## config.mk

```make
export PLATFORM = sky130hd
export DESIGN_NAME = uart_tx_scheduler
export DESIGN_NICKNAME = d
export VERILOG_FILES = /design/src/rtl/uart_tx_sched_pkg.sv /design/src/rtl/kb_byte_fifo.sv /design/src/rtl/uart_tx_scheduler.sv
export SDC_FILE = /design/constraint.sdc
export NUM_CORES = 1
export LEC_CHECK = 0
export CAP_MARGIN = 30
export CORE_ASPECT_RATIO = 0.5
export CORE_MARGIN = 5
export CORE_UTILIZATION = 45
export DETAILED_ROUTE_END_ITERATION = 16
export HOLD_SLACK_MARGIN = 0.05
export PLACE_DENSITY = 0.75
export SYNTH_ARGS = -nofsm -noshare
export SYNTH_HDL_FRONTEND = slang
export SYNTH_SLANG_ARGS = --single-unit
```

## constraint.sdc

```tcl
create_clock -name clk -period 2.1 [get_ports clk]
set_input_delay 0.315 -clock clk [delete_from_list [all_inputs] [get_ports clk]]
set_output_delay 0.315 -clock clk [all_outputs]
set_load 0.01 [all_outputs]
```

## src/rtl/uart_tx_sched_pkg.sv

```systemverilog
// Shared types and constants for the UART transmit scheduler.
// State encoding, grant identifiers and default timing parameters.
package uart_tx_sched_pkg;

   typedef enum logic [1:0] {
      IDLE     = 2'd0,
      START    = 2'd1,
      WAIT     = 2'd2,
      SEQ_NEXT = 2'd3
   } sched_state_t;

   localparam logic GNT_KB  = 1'b0;
   localparam logic GNT_SEQ = 1'b1;

   localparam int DEFAULT_BAUD_DIV      = 163;
   localparam int DEFAULT_TIMEOUT_TICKS = 16;
   localparam int DEFAULT_FIFO_DEPTH    = 4;

endpackage

```

## src/rtl/kb_byte_fifo.sv

```systemverilog
// Small synchronous byte FIFO that buffers keystrokes while the transmitter is busy.
// The pop side is fall-through: pop_data always shows the head entry.
module kb_byte_fifo #(
   parameter int DEPTH = 4,
   parameter int W     = 8
) (
   input  logic                     clk,
   input  logic                     reset_n,
   input  logic                     push,
   input  logic [W-1:0]             push_data,
   input  logic                     pop,
   output logic [W-1:0]             pop_data,
   output logic                     full,
   output logic                     empty,
   output logic [$clog2(DEPTH):0]   count
);

   localparam int AW = $clog2(DEPTH);

   logic [W-1:0]  mem [DEPTH];
   logic [AW-1:0] wr_ptr;
   logic [AW-1:0] rd_ptr;
   logic          do_push;
   logic          do_pop;

   assign full     = (count == (AW+1)'(DEPTH));
   assign empty    = (count == '0);
   assign do_push  = push && !full;
   assign do_pop   = pop && !empty;
   assign pop_data = mem[rd_ptr];

   // Storage is not reset; only the pointers and count define validity.
   always_ff @(posedge clk) begin
      if (do_push) mem[wr_ptr] <= push_data;
   end

   always_ff @(posedge clk or negedge reset_n) begin
      if (!reset_n) begin
         wr_ptr <= '0;
         rd_ptr <= '0;
         count  <= '0;
      end else begin
         if (do_push) wr_ptr <= wr_ptr + 1'b1;
         if (do_pop)  rd_ptr <= rd_ptr + 1'b1;
         case ({do_push, do_pop})
            2'b10:   count <= count + 1'b1;
            2'b01:   count <= count - 1'b1;
            default: count <= count;
         endcase
      end
   end

endmodule

```

## src/rtl/uart_tx_scheduler.sv

```systemverilog
// Shares one uart_tx between a keyboard byte source and a multi-byte sequence source.
// Define UART_TX_SCHED_KB_FIFO_EN to buffer keystrokes in a FIFO instead of stalling them.
module uart_tx_scheduler
   import uart_tx_sched_pkg::*;
#(
   parameter int BAUD_DIV      = DEFAULT_BAUD_DIV,
   parameter int TIMEOUT_TICKS = DEFAULT_TIMEOUT_TICKS,
   parameter int FIFO_DEPTH    = DEFAULT_FIFO_DEPTH
) (
   input  logic       clk,
   input  logic       reset_n,
   input  logic       kb_valid,
   input  logic [7:0] kb_data,
   output logic       kb_ready,
   input  logic       seq_valid,
   input  logic [7:0] seq_data,
   input  logic       seq_last,
   output logic       seq_ready,
   output logic       tx_start,
   output logic [7:0] tx_data,
   input  logic       tx_done_tick,
   output logic       baud_tick,
   output logic       busy,
   output logic       timeout_err
);

   if (BAUD_DIV < 2 || BAUD_DIV > 255) begin : g_bad_baud_div
      $error("uart_tx_scheduler: BAUD_DIV must be in 2..255");
   end
   if (TIMEOUT_TICKS < 1 || TIMEOUT_TICKS > 255) begin : g_bad_timeout
      $error("uart_tx_scheduler: TIMEOUT_TICKS must be in 1..255");
   end
   if (FIFO_DEPTH < 2 || (FIFO_DEPTH & (FIFO_DEPTH - 1)) != 0) begin : g_bad_fifo_depth
      $error("uart_tx_scheduler: FIFO_DEPTH must be a power of 2, at least 2");
   end

   sched_state_t state, state_nxt;
   logic [7:0]   baud_cnt;
   logic [7:0]   tick_cnt, tick_cnt_nxt;
   logic [7:0]   tx_data_nxt;
   logic         lock, lock_nxt;
   logic         last_grant, last_grant_nxt;
   logic         timeout_nxt;
   logic         kb_req;
   logic [7:0]   kb_byte;
   logic         gnt_kb, gnt_seq;
   logic         seq_rdy;

   // Free-running divider; never stalled by the FSM.
   always_ff @(posedge clk or negedge reset_n) begin
      if (!reset_n)                          baud_cnt <= '0;
      else if (baud_cnt == 8'(BAUD_DIV - 1)) baud_cnt <= '0;
      else                                   baud_cnt <= baud_cnt + 8'd1;
   end

   assign baud_tick = (baud_cnt == 8'(BAUD_DIV - 1));

`ifdef UART_TX_SCHED_KB_FIFO_EN
   logic                        fifo_full;
   logic                        fifo_empty;
   logic [$clog2(FIFO_DEPTH):0] fifo_count;

   kb_byte_fifo #(
      .DEPTH (FIFO_DEPTH),
      .W     (8)
   ) u_kb_fifo (
      .clk       (clk),
      .reset_n   (reset_n),
      .push      (kb_valid && kb_ready),
      .push_data (kb_data),
      .pop       ((state == IDLE) && gnt_kb),
      .pop_data  (kb_byte),
      .full      (fifo_full),
      .empty     (fifo_empty),
      .count     (fifo_count)
   );

   assign kb_ready = reset_n && !fifo_full;
   assign kb_req   = !fifo_empty;
`else
   assign kb_req   = kb_valid;
   assign kb_byte  = kb_data;
   assign kb_ready = reset_n && (state == IDLE) && gnt_kb;
`endif

   assign seq_ready = reset_n && seq_rdy;
   assign tx_start  = (state == START);
   assign busy      = (state != IDLE);

   always_comb begin
      state_nxt      = state;
      tick_cnt_nxt   = tick_cnt;
      tx_data_nxt    = tx_data;
      lock_nxt       = lock;
      last_grant_nxt = last_grant;
      timeout_nxt    = 1'b0;
      gnt_kb         = 1'b0;
      gnt_seq        = 1'b0;
      seq_rdy        = 1'b0;
      case (state)
         IDLE: begin
            // Round-robin per packet: on a tie the channel not served last wins.
            gnt_kb  = kb_req && (!seq_valid || last_grant == GNT_SEQ);
            gnt_seq = seq_valid && !gnt_kb;
            seq_rdy = gnt_seq;
            if (gnt_kb) begin
               tx_data_nxt    = kb_byte;
               last_grant_nxt = GNT_KB;
               lock_nxt       = 1'b0;
               state_nxt      = START;
            end else if (gnt_seq) begin
               tx_data_nxt    = seq_data;
               last_grant_nxt = GNT_SEQ;
               lock_nxt       = !seq_last;
               state_nxt      = START;
            end
         end
         START: begin
            tick_cnt_nxt = '0;
            state_nxt    = WAIT;
         end
         WAIT: begin
            // Done takes priority over a watchdog expiry in the same cycle.
            if (tx_done_tick) begin
               state_nxt = lock ? SEQ_NEXT : IDLE;
            end else if (baud_tick) begin
               if (tick_cnt == 8'(TIMEOUT_TICKS - 1)) begin
                  timeout_nxt = 1'b1;
                  lock_nxt    = 1'b0;
                  state_nxt   = IDLE;
               end else begin
                  tick_cnt_nxt = tick_cnt + 8'd1;
               end
            end
         end
         SEQ_NEXT: begin
            seq_rdy = 1'b1;
            if (seq_valid) begin
               tx_data_nxt = seq_data;
               lock_nxt    = !seq_last;
               state_nxt   = START;
            end
         end
         default: state_nxt = IDLE;
      endcase
   end

   always_ff @(posedge clk or negedge reset_n) begin
      if (!reset_n) begin
         state       <= IDLE;
         tick_cnt    <= '0;
         tx_data     <= 8'h00;
         lock        <= 1'b0;
         last_grant  <= GNT_SEQ;
         timeout_err <= 1'b0;
      end else begin
         state       <= state_nxt;
         tick_cnt    <= tick_cnt_nxt;
         tx_data     <= tx_data_nxt;
         lock        <= lock_nxt;
         last_grant  <= last_grant_nxt;
         timeout_err <= timeout_nxt;
      end
   end

endmodule

```

==> summary.md <==
| Metric | Value |
|---|---|
| Synth top area cells | dfrtp_1 43%, mux2i_1 6.7%, o21ai_0 5.8% |
| R2r setup slk | around 37 ps |
| Synth unique cells | 45 |
| Slew headroom | 0.599 |
| Max-slew violations | 0 |
| Detailed Route WL | just over 4000 um |
| CP bufs+invs | 1 |
| Max-cap viol count | 0 |
| Root buf cell | clkbuf_8 |
| Tot Pwr | 2.20 mW |
| Height of the die | ~53 um |
| R2R cell count | 6 |
| Top cell type's share of synthesized area | 0.426 |
| Hold Crit Class | input pin to asynchronous set/reset pin |
| CP arrival | ~2200 ps |
| Die area | around 5000 um^2 |
| ANT nets after route | 0 |
| Sink Count | 29 |
| Drt pass-1 iters | 4 |
| Clock Latency Late Sink | ~280 ps |
| Initial Util | 0.474 |
| Minimum clock period | a little over 2000 ps |
| IR drop worst, VDD | around 0.77 mV |
| CP peak stage delay | approximately 560 ps |
| Top FF cell, synth | dfrtp_1 |
| Share of layout cells above drive strength 1 | 0.182 |
| Outcome | finished, final reports clean |
| Final Skew | 1.72 ps |
| F_max | roughly 480 MHz |
| Largest net degree at the start of global routing | 22 |
| GRT overflow | 0 |
| EDFF count, synth | 0 |
| Initial antenna violation count | 0 |
| Synth area leader | dfrtp_1 |
| DP Cell Count | roughly 270 |
| RD Place Congestion | between 0.9 and 1 |
| Per-cell routed wire length | around 14 um |
| P_sw | about 800 uW |
| Power Dens Cells | between 900 and 1000 nW/um^2 |
| Slowest cell on crit path | or4_4 |
| Synthesis-stage register bit count | 29 |
| Num CTS Buffers | 5 |
| Internal power | roughly 1.4 mW |
| Fin cells | approximately 280 |
| DRC viols | 0 |
| Mapped Cells | 173 |
| Syn-to-layout area delta | 42.1% |
| Hold_ws | 427 ps |
| Postcts setup bufs | 0 |
| Logic pwr share | 0.460 |
| H-tree depth | 2 |
| Fraction of registers with async set or reset after synthesis | 1.00 |
| IO Count | 36 |
| Seq/Total Area, Yosys | 0.442 |
| Core area | between 3000 and 4000 um^2 |
| Slew @ Worst Pin | between 500 and 600 ps |
| Clk buf depth | 2 |
| Antenna cells | 0 |
| Crit start category | flip-flop |
| Vias per inst | about 5.5 |
| Final period util | 0.983 |
| All-Layer GR Usage | 0.183 |
| HPWL after DPL | slightly below 3000 um |
| FP Rows | 15 |
| Clk pwr share | 0.202 |
| First-pass GRT wire length | around 6900 um |
| Vias in the first global route | between 1,000 and 1,500 |
| YS warnings | 0 |
| Final core occ | 0.673 |
| Hold Buf Count CTS | 0 |
| Cells along the critical path | inv_1 > ha_1 > or4b_4 > or4_4 > a21o_1 > mux2i_1 |
| Switching share of power | 0.366 |
| Port Buffer Count | 35 |
| Cell area after synthesis | 1640 um^2 |
| Final-report setup violation count | 0 |
| Crit path kind | flip-flop to flip-flop |
| CP max FO | 4 |
| Iteration-0 DRC Markers | between 100 and 150 |
| RSZ-0062 raised after global routing | yes |
| Via Count | about 1,500 |
| Critical path's top delay family | simple AND/OR/NAND/NOR gates |
| Syn nets | ~200 |
| Syn Area/Cell | approximately 9.5 um^2 |
| Cell depth of the worst setup path | 6 |
| Register share of total power | 0.339 |
| Fin. Hold Viols | 0 |
| Critical Path RT | between 2000 and 2500 ps |
| Nets | around 260 |
| Worst setup EP type | flip-flop |
| CTS tree | done |
| Worst-path clk slew | approximately 60 ps |
| Leakage power | 1.05 nW |
| Chip Width | 95.5 um |
==> sequential cells by signal, indices dropped and copies added (netlist names) <==
register / count
baud_cnt: 8
last_grant: 1
lock: 1
state: 2
tick_cnt: 8
timeout_err: 1
tx_data: 8
==> cells in the final DEF, fill, tap and decap left out, drive strengths merged, types with 6 or more instances in the layout <==
cell type / instances
nand2: 13
inv: 9
clkbuf: 9
nor2: 14
ha: 7
o21ai: 19
nand3: 6
buf: 23
mux2i: 11
dfrtp: 28
clkdlybuf4s50: 33
==> stage by stage <==
step                setup slack (ps)  setup TNS [ps]  instance area [um^2]
finish                          36.6               0                  2340
global route                   -51.6            -215                  2340
CTS                             3.26               0                  2300
detailed placement              -134            -651                  2200
global placement               -78.0            -426                  2200
floorplan                      -10.9           -19.5                  1650
==> logic make-up after synthesis <==
| logic type | Yosys count | synth area share |
|---|---|---|
| flip-flops | 29 | 0.442 |
| AO/OA/AOI/OAI | 45 | 0.178 |
| adder cells (fa/ha/maj) | 7 | 0.0533 |
| multiplexers | 11 | 0.0670 |
| XOR/XNOR | 4 | 0.0213 |
| buffers and inverters | 17 | 0.0403 |
| AND/OR/NAND/NOR | 60 | 0.198 |
==> cells in the mapped netlist (6+ instances only) <==
library cell / instances
clkbuf_1: 6
dfrtp_1: 28
ha_1: 7
inv_1: 9
mux2i_1: 11
nand2_1: 13
nand3_1: 6
nor2_1: 14
o21ai_0: 19
==> worst register-to-register path, cell delays in order (launching register included) <==
cell     delay (ps)
dfrtp_1         370
inv_1            60
ha_1            130
or4b_4          490
or4_4           560
a21o_1          210
mux2i_1         130
==> worst paths after layout <==
| kind | start | endpoint |
|---|---|---|
| min reg2reg | baud_cnt[6]$_DFF_PN0_ | baud_cnt[6]$_DFF_PN0_ |
| min | reset_n | tx_data[3]$_DFFE_PN0P_ |
| max reg2reg | baud_cnt[0]$_DFF_PN0_ | state[1]$_DFFE_PN0P_ |
| min in group clk | baud_cnt[6]$_DFF_PN0_ | baud_cnt[6]$_DFF_PN0_ |
| max | baud_cnt[0]$_DFF_PN0_ | state[1]$_DFFE_PN0P_ |
| max in group asynchronous | reset_n | baud_cnt[3]$_DFF_PN0_ |
==> routing by layer <==
layer / GRT usage / routed length (um) / up-vias
met5: 0 / 0 / -
met4: 0.0943 / 68 / 0
met3: 0.0502 / 220 / 7
met2: 0.290 / 1950 / 43
met1: 0.231 / 1850 / 749
li1: - / - / 750
==> power by group through the flow <==
stage / logic, mW / registers, mW / clock network, mW
floorplan: 0.507 / 0.782 / 0
global placement: 0.943 / 0.749 / 0
detailed placement: 0.963 / 0.754 / 0
CTS: 1.01 / 0.745 / 0.449
global route: 1.12 / 0.759 / 0.482
finish: 1.01 / 0.744 / 0.443
==> what timing repair did <==
item	in CTS	in global routing
resized for setup	6	13
hold endpoints to repair	0	0
pin swaps	2	1
endpoints found under the setup margin	7	11
==> layout make-up <==
class | instances | area (um^2)
well taps | 51 | 63.8
flip-flops and latches | 29 | 727
repair buffers | 58 | 520
inverters | 9 | 33.8
fillers | 259 | 1140
clock buffers | 8 | 80.1
multi-input cells | 127 | 911
(Power assumes the default switching activity.)
